**src/rtl/fifo_rr_wr_arbiter_if.sv**
```systemverilog
// Requester streams plus FIFO write port shared by the round-robin write arbiter.
// master = producers/FIFO side, slave = arbiter.
interface fifo_rr_wr_arbiter_if #(
  parameter int unsigned DataWidth = 8,
  parameter int unsigned NumReq    = 4
);
  localparam int unsigned IdW = $clog2(NumReq);

  logic [NumReq-1:0]           req_valid;
  logic [NumReq-1:0]           req_last;
  logic [NumReq*DataWidth-1:0] req_data;
  logic [NumReq-1:0]           req_ready;
  logic                        fifo_full;
  logic                        fifo_w_en;
  logic [DataWidth-1:0]        fifo_data_in;
  logic [IdW-1:0]              grant_id;
  logic                        busy;

  modport master (
    output req_valid, req_last, req_data, fifo_full,
    input  req_ready, fifo_w_en, fifo_data_in, grant_id, busy
  );

  modport slave (
    input  req_valid, req_last, req_data, fifo_full,
    output req_ready, fifo_w_en, fifo_data_in, grant_id, busy
  );
endinterface

```
**src/rtl/fifo_rr_wr_arbiter.sv**
```systemverilog
// Round-robin arbiter sharing one FIFO write port among NumReq valid/ready streams.
// A grant ends on end-of-packet, burst limit, or requester stall; each release passes through IDLE.
module fifo_rr_wr_arbiter #(
  parameter int unsigned DataWidth = 8,
  parameter int unsigned NumReq    = 4,
  parameter int unsigned MaxBurst  = 4
) (
  input logic                  clk,
  input logic                  clr_n,
  fifo_rr_wr_arbiter_if.slave  arb
);
  localparam int unsigned IdW  = $clog2(NumReq);
  localparam int unsigned CntW = $clog2(MaxBurst + 1);

  typedef enum logic {StIdle, StGrant} state_e;

  state_e              r_state;
  logic [IdW-1:0]      r_grant_id;
  logic [IdW-1:0]      r_last_grant;
  logic [CntW-1:0]     r_beat_cnt;

  logic                w_busy;
  logic                w_gvalid;
  logic                w_glast;
  logic                w_xfer;
  logic                w_any;
  logic [IdW-1:0]      w_pick;
  logic [IdW-1:0]      w_sel;
  logic [CntW-1:0]     w_cnt_inc;
  logic [NumReq-1:0]   w_ready;
  logic [DataWidth-1:0] w_data;

  assign w_busy    = (r_state == StGrant);
  assign w_gvalid  = arb.req_valid[r_grant_id];
  assign w_glast   = arb.req_last[r_grant_id];
  assign w_xfer    = w_busy & w_gvalid & ~arb.fifo_full;
  assign w_cnt_inc = r_beat_cnt + 1'b1;
  assign w_data    = arb.req_data[r_grant_id * DataWidth +: DataWidth];

  // Scan from the requester after the last grant so the released one ends up last in line.
  always_comb begin
    w_any  = 1'b0;
    w_pick = r_last_grant;
    w_sel  = '0;
    for (int unsigned k = 1; k <= NumReq; k++) begin
      w_sel = IdW'((32'(r_last_grant) + k) % NumReq);
      if (!w_any && arb.req_valid[w_sel]) begin
        w_any  = 1'b1;
        w_pick = w_sel;
      end
    end
  end

  always_comb begin
    w_ready = '0;
    if (w_busy && !arb.fifo_full) w_ready[r_grant_id] = 1'b1;
  end

  assign arb.req_ready    = w_ready;
  assign arb.fifo_w_en    = w_xfer;
  assign arb.fifo_data_in = w_busy ? w_data : '0;
  assign arb.grant_id     = r_grant_id;
  assign arb.busy         = w_busy;

  always_ff @(posedge clk or negedge clr_n) begin
    if (!clr_n) begin
      r_state      <= StIdle;
      r_grant_id   <= '0;
      r_beat_cnt   <= '0;
      r_last_grant <= IdW'(NumReq - 1);
    end else begin
      unique case (r_state)
        StIdle: begin
          if (w_any) begin
            r_state    <= StGrant;
            r_grant_id <= w_pick;
            r_beat_cnt <= '0;
          end
        end
        StGrant: begin
          if (w_xfer) begin
            r_beat_cnt <= w_cnt_inc;
            if (w_glast || (w_cnt_inc == CntW'(MaxBurst))) begin
              r_state      <= StIdle;
              r_last_grant <= r_grant_id;
            end
          end else if (!w_gvalid) begin
            // Stall release; a full FIFO with valid held keeps the grant.
            r_state      <= StIdle;
            r_last_grant <= r_grant_id;
          end
        end
      endcase
    end
  end
endmodule

```
**src/flat_wrapper.sv**
```systemverilog
// flat-port wrapper written by rule: the top's interface ports become plain ports
module fifo_rr_wr_arbiter_flat 
#(
  parameter int unsigned DataWidth = 8,
  parameter int unsigned NumReq    = 4,
  parameter int unsigned MaxBurst  = 4
)
  (clk, clr_n, arb_req_valid, arb_req_last, arb_req_data, arb_fifo_full, arb_req_ready, arb_fifo_w_en, arb_fifo_data_in, arb_grant_id, arb_busy);
  fifo_rr_wr_arbiter_if #(.DataWidth(DataWidth), .NumReq(NumReq)) arb_i ();
  input logic clk;
  input logic clr_n;
  input wire logic [$bits(arb_i.req_valid)-1:0] arb_req_valid;
  input wire logic [$bits(arb_i.req_last)-1:0] arb_req_last;
  input wire logic [$bits(arb_i.req_data)-1:0] arb_req_data;
  input wire logic [$bits(arb_i.fifo_full)-1:0] arb_fifo_full;
  output wire logic [$bits(arb_i.req_ready)-1:0] arb_req_ready;
  output wire logic [$bits(arb_i.fifo_w_en)-1:0] arb_fifo_w_en;
  output wire logic [$bits(arb_i.fifo_data_in)-1:0] arb_fifo_data_in;
  output wire logic [$bits(arb_i.grant_id)-1:0] arb_grant_id;
  output wire logic [$bits(arb_i.busy)-1:0] arb_busy;
  assign arb_i.req_valid = arb_req_valid;
  assign arb_i.req_last = arb_req_last;
  assign arb_i.req_data = arb_req_data;
  assign arb_i.fifo_full = arb_fifo_full;
  assign arb_req_ready = arb_i.req_ready;
  assign arb_fifo_w_en = arb_i.fifo_w_en;
  assign arb_fifo_data_in = arb_i.fifo_data_in;
  assign arb_grant_id = arb_i.grant_id;
  assign arb_busy = arb_i.busy;
  fifo_rr_wr_arbiter #(.DataWidth(DataWidth), .NumReq(NumReq), .MaxBurst(MaxBurst)) u_core (.clk(clk), .clr_n(clr_n), .arb(arb_i));
endmodule
```
**config.mk**
```make
export PLATFORM = sky130hd
export DESIGN_NAME = fifo_rr_wr_arbiter_flat
export DESIGN_NICKNAME = d
export VERILOG_FILES = /design/src/rtl/fifo_rr_wr_arbiter_if.sv /design/src/rtl/fifo_rr_wr_arbiter.sv /design/src/flat_wrapper.sv
export SDC_FILE = /design/constraint.sdc
export NUM_CORES = 1
export LEC_CHECK = 0
export BUFFER_PORTS_ARGS = -buffer_cell sky130_fd_sc_hd__buf_2
export CAP_MARGIN = 20
export CORE_MARGIN = 1
export CORE_UTILIZATION = 46
export CTS_BUF_LIST = sky130_fd_sc_hd__clkbuf_4 sky130_fd_sc_hd__clkbuf_8
export CTS_CLUSTER_SIZE = 12
export DETAILED_ROUTE_END_ITERATION = 12
export PLACE_DENSITY = 0.88
export SETUP_SLACK_MARGIN = 0.15
export SYNTH_ARGS = -nofsm -noshare
export SYNTH_HDL_FRONTEND = slang
export SYNTH_SLANG_ARGS = --single-unit
```
**constraint.sdc**
```tcl
create_clock -name clk -period 3.3 [get_ports clk]
set_input_delay 0.66 -clock clk [delete_from_list [all_inputs] [get_ports clk]]
set_output_delay 0.66 -clock clk [all_outputs]
set_load 0.01 [all_outputs]
```
======== After elaboration in Yosys (flattened, before gate mapping) ========
Index checks and enable logic that the tools add are counted.
operators by class
  reductions and logical operators ........ 13
  multiplexer cells ....................... 35
  magnitude comparators ................... 6
  add/subtract/negate cells ............... 5
  equality and inequality tests ........... 5
  shifts and indexed selects .............. 1
  bitwise gates (word level) .............. 4
operators with widths
  kind                   number
  $shiftx A32 B6 Y8      1
  $lt A2 B3 Y1 const B   5
  $mux W1                15
  $mux W2                7
  $bmux W1 S2            6
  $mux W8                1
  $mux W3                2
  $pmux W3 S2            1
  $logic_and A1 B1 Y1    5
  $add A2 B1 Y2 const B  2
  $add A2 B2 Y2 const B  2
  $logic_not A1 Y1       4
  $mux W4                1
  $ne A2 B1 Y1 const B   2
  $ne A2 B2 Y1 const B   2
  $reduce_and A2 Y1      2
  $add A3 B1 Y3 const B  1
  $eq A3 B3 Y1 const B   1
  $reduce_and A3 Y1      1
  $and A1 B1 Y1          2
  $demux W1 S2           1
  $ge A2 B1 Y1 const B   1
  $not A1 Y1             2
  $pmux W1 S2            1
  $logic_or A1 B1 Y1     1
word-level totals
  register bits ........................... 8

======== Longest topological paths before layout ========
  depth in word-level cells ............... 15
  mapped depth ............................ 5
  gate-level depth less buffers ........... 5

======== Worst setup path before layout ========
OpenSTA, ideal clock, no wires.
  path type ............................... register to output
  start point ............................. register u_core.r_grant_id[0] (netlist: u_core.arb.grant_id[0])
  end point ............................... output arb_fifo_data_in[2]
  path buffers ............................ 2
  data arrival time ....................... 1.426 ns
  path slack .............................. 1.214 ns
  cell stages (with the launch flop) ...... 5
  cells stage by stage .................... dfrtp_1 > clkbuf_8 > clkbuf_8 > mux4_1 > and2_1
on the way
  word-level cells in the longest chain between the ends .. 2
RTL lines
  item                      RTL line                  text
  start: declaration        fifo_rr_wr_arbiter.sv:18  logic [IdW-1:0] r_grant_id;
  start signal: assignment  fifo_rr_wr_arbiter.sv:76  r_grant_id <= w_pick;
  $shiftx A32 B6 Y8         fifo_rr_wr_arbiter.sv:38  assign w_data = arb.req_data[r_grant_id * DataWidth +: DataWidth];
  $mux W8                   fifo_rr_wr_arbiter.sv:61  assign arb.fifo_data_in = w_busy ? w_data : '0;
  end: declaration          flat_wrapper.sv:18        output wire logic [$bits(arb_i.fifo_data_in)-1:0] arb_fifo_data_in;
Every way passes these cells.

======== Worst setup path after layout ========
  start point ............................. register u_core.r_grant_id[1] (netlist: u_core.arb.grant_id[1])
  end point ............................... output arb_fifo_w_en
on the way
  word-level cells in the longest chain between the ends .. 4
RTL lines
  item                           RTL line                  text
  $bmux W1 S2                    fifo_rr_wr_arbiter.sv:34  assign w_gvalid = arb.req_valid[r_grant_id];
  $mux W1 (not written as such)  fifo_rr_wr_arbiter.sv:34
  $and A1 B1 Y1 (2 in series)    fifo_rr_wr_arbiter.sv:36  assign w_xfer = w_busy & w_gvalid & ~arb.fifo_full;
  end: declaration               flat_wrapper.sv:17        output wire logic [$bits(arb_i.fifo_w_en)-1:0] arb_fifo_w_en;
Every way passes these cells. The select of a mux whose other input is x is not followed.

==> run metrics <==
clock share of power 0.100; Synth Area in Simple Gates 0.189; Post-Syn Area per Cell 11.2 µm²; Layout Nets 180; Synth Area in Adders 0.0291; Starting Density 0.493; Commonest cells post-synth and2_1 (8), nor2_1 (7), dfrtp_1 (6); Cell Area, Synth 861 µm²; Worst Skew 0.00476 ns; GRT overflow 0; cell internal pwr 0.000513 W; Final ANT Viol Nets 0; worst slew pin tran 0.660 ns; TritonCTS Buffers 3; worst hold slack 0.241 ns; ys flop type dfrtp_1; RSZ-0062 raised after global routing false; Net Sw Power 0.000360 W; vias in the first global route 748; CP max stage delay 0.74 ns; crit share post-route 0.808; setup TNS 0 ns; critical path arrival 2.01 ns; HP Class in -> async; Port Buf Inserts 58; share of post-route cells with drive strength above 1 0.552; number of synthesized register bits 8; pre-CTS setup slack 0.905 ns; DP HPWL 1690 µm; per-cell routed wire length 12.9 µm; pin count of the biggest net entering global routing 19; H-tree levels 1; Placed Area 1130 µm²; Die Y 45.3 µm; first-pass GRT wire length 3080 µm; largest family of logic cells by synthesized area multiplexers; Yosys Warn Count 0; Post-Synthesis Cells 77; Non-Filler Instances 159; GPL Wtd Cong 0.791; mux cell area share after synthesis 0.350; Hold Violations, Final 0; # IOs 59; xor-xnor portion of the synthesized cell area 0.0102; Finished Cell Area 1160 µm²; clk sinks 8; Layout area overhead 34.3%; status finished, final reports clean; Die Wd 45.3 µm; CTS resizes 0; CTS Hold Bufs 0; max-slew violations 0; Net Sw Frac 0.412; nature of the critical path startpoint flip-flop; Compound-Gate Fraction of Synth Area 0.108; Placed Instances 155; Pre-antenna DRT Iters 4; syn_nets 122; sequential share of the synthesized area 0.235; initial antenna violation count 0; GR Util All Layers 0.210; Cell Rows 15; critical path class reg -> out; clk buf depth 2; Pwr Density 755 nW/µm²; Post-synth EDFFs 0; Placeable Area 1750 µm²; Flop pwr share 0.318; routed vias 845; CTS root buf clkbuf_4; top cells by area, synth dfrtp_1 (17%), mux4_2 (13%), mux4_1 (12%); later-pin clock latency in the skew report 0.25 ns; top cell type's share of synthesized area 0.174; DR DRC count 0; worst-path maximum fanout 18; initial drt markers 20; vias per inst 5.31; Worst Setup End Kind primary output; Gate power share 0.582; fmax 375 MHz; Post-CTS Setup Bufs 0; worst path bufs/invs 2; maximum vdd drop 0.388 mV; MaxCap Viol Count 0; Leakage 0.597 nW; die area 2050 µm²; Async SR Flop Fraction 1.00; count leader, synth and2_1; CP cell instances mux4_2 > nand2_1 > inv_1 > buf_2; Slew Limit Headroom 0.560; slowest CP cell dfrtp_1; Synth area leader dfrtp_1; Post-Route WL 2060 µm; Reg clk slew, reported paths 0.06 ns; antenna cells 0; synth unique cells 31; Top delay family on crit path flip-flops; critical path required time 2.64 ns; Final min period 2.67 ns; CTS tree done; fin worst setup slack 0.633 ns; final setup fails 0
-- final timing paths --
check                                                           to  depth (start not counted)  slack (ns)                                from
worst max-delay path                                 arb_fifo_w_en                          4        0.63  u_core.arb.grant_id[1]$_DFFE_PN0P_
worst max register to register  u_core.r_last_grant[0]$_DFFE_PN1P_                          4        1.24  u_core.arb.grant_id[0]$_DFFE_PN0P_
max in group asynchronous       u_core.r_last_grant[0]$_DFFE_PN1P_                          1        2.81                               clr_n
worst min register to register    u_core.r_beat_cnt[0]$_DFFE_PN0P_                          1        0.55    u_core.r_beat_cnt[0]$_DFFE_PN0P_
min in group clk                  u_core.r_beat_cnt[0]$_DFFE_PN0P_                          1        0.55    u_core.r_beat_cnt[0]$_DFFE_PN0P_
worst min-delay path              u_core.r_beat_cnt[1]$_DFFE_PN0P_                          1        0.24                               clr_n
-- kinds of logic after synthesis --
kind of cell / count (synthesis)
simple gates: 30
compound gates: 11
xor+xnor: 1
fa+ha+maj: 2
flops: 8
buf+inv: 8
mux: 17
-- cell usage in the layout (no fill, tap or decap) --
master	count
mux4_1	4
nor3_1	2
a22o_1	1
nor4_1	1
nor2_1	7
mux4_2	5
nand3_1	1
nand3b_1	3
and2_1	8
mux2_2	3
clkbuf_4	4
nor2b_1	2
a21oi_1	1
o31ai_1	1
buf_2	58
nand2_1	3
and3_1	1
dfrtp_1	6
o221ai_1	1
a22oi_1	1
a2111oi_4	1
dfstp_2	2
o21ai_0	4
a21boi_0	1
mux2i_1	5
ha_1	2
nor2_2	1
inv_1	3
nand2b_1	1
xnor2_1	1
-- registers in the layout, indices dropped and copies added, names as in the netlist --
register,flops
u_core.arb.busy,1
u_core.arb.grant_id,2
u_core.r_beat_cnt,3
u_core.r_last_grant,2
-- final cells by class --
cell class | count | area (µm²)
multi-input cells | 61 | 591
clock buffers | 4 | 30.0
well taps | 25 | 31.3
inverters | 3 | 11.3
fillers | 154 | 589
repair buffers | 58 | 290
flip-flops and latches | 8 | 203
-- power by group through the flow --
stage / sequential [W] / clock [W] / combinational (W)
2_1_floorplan: 0.000201 / 0 / 0.000477
3_3_place_gp: 0.000271 / 0 / 0.000498
3_5_place_dp: 0.000279 / 0 / 0.000513
4_1_cts: 0.000277 / 0.0000918 / 0.000514
5_1_grt: 0.000293 / 0.0000985 / 0.000564
6_report: 0.000277 / 0.0000872 / 0.000508
-- layer usage --
metal / vias up / GRT usage / wire length, µm
met3: 2 / 0.0360 / 184
met2: 37 / 0.386 / 1020
met4: 0 / 0.0909 / 12
met5: - / 0 / 0
li1: 406 / - / -
met1: 400 / 0.235 / 834
-- metrics by stage --
step | util | power (W)
2_1_floorplan | - | 0.000677
3_3_place_gp | 0.645 | 0.000769
3_5_place_dp | 0.645 | 0.000792
4_1_cts | 0.662 | 0.000882
5_1_grt | 0.662 | 0.000956
6_report | 0.662 | 0.000872
-- worst reg2reg max path, stage by stage, from the launching register on --
cell,delay (ns)
dfrtp_1,0.76
mux4_2,0.38
nor2_2,0.06
a2111oi_4,0.40
mux2_2,0.38
(Power assumes the default switching activity.)
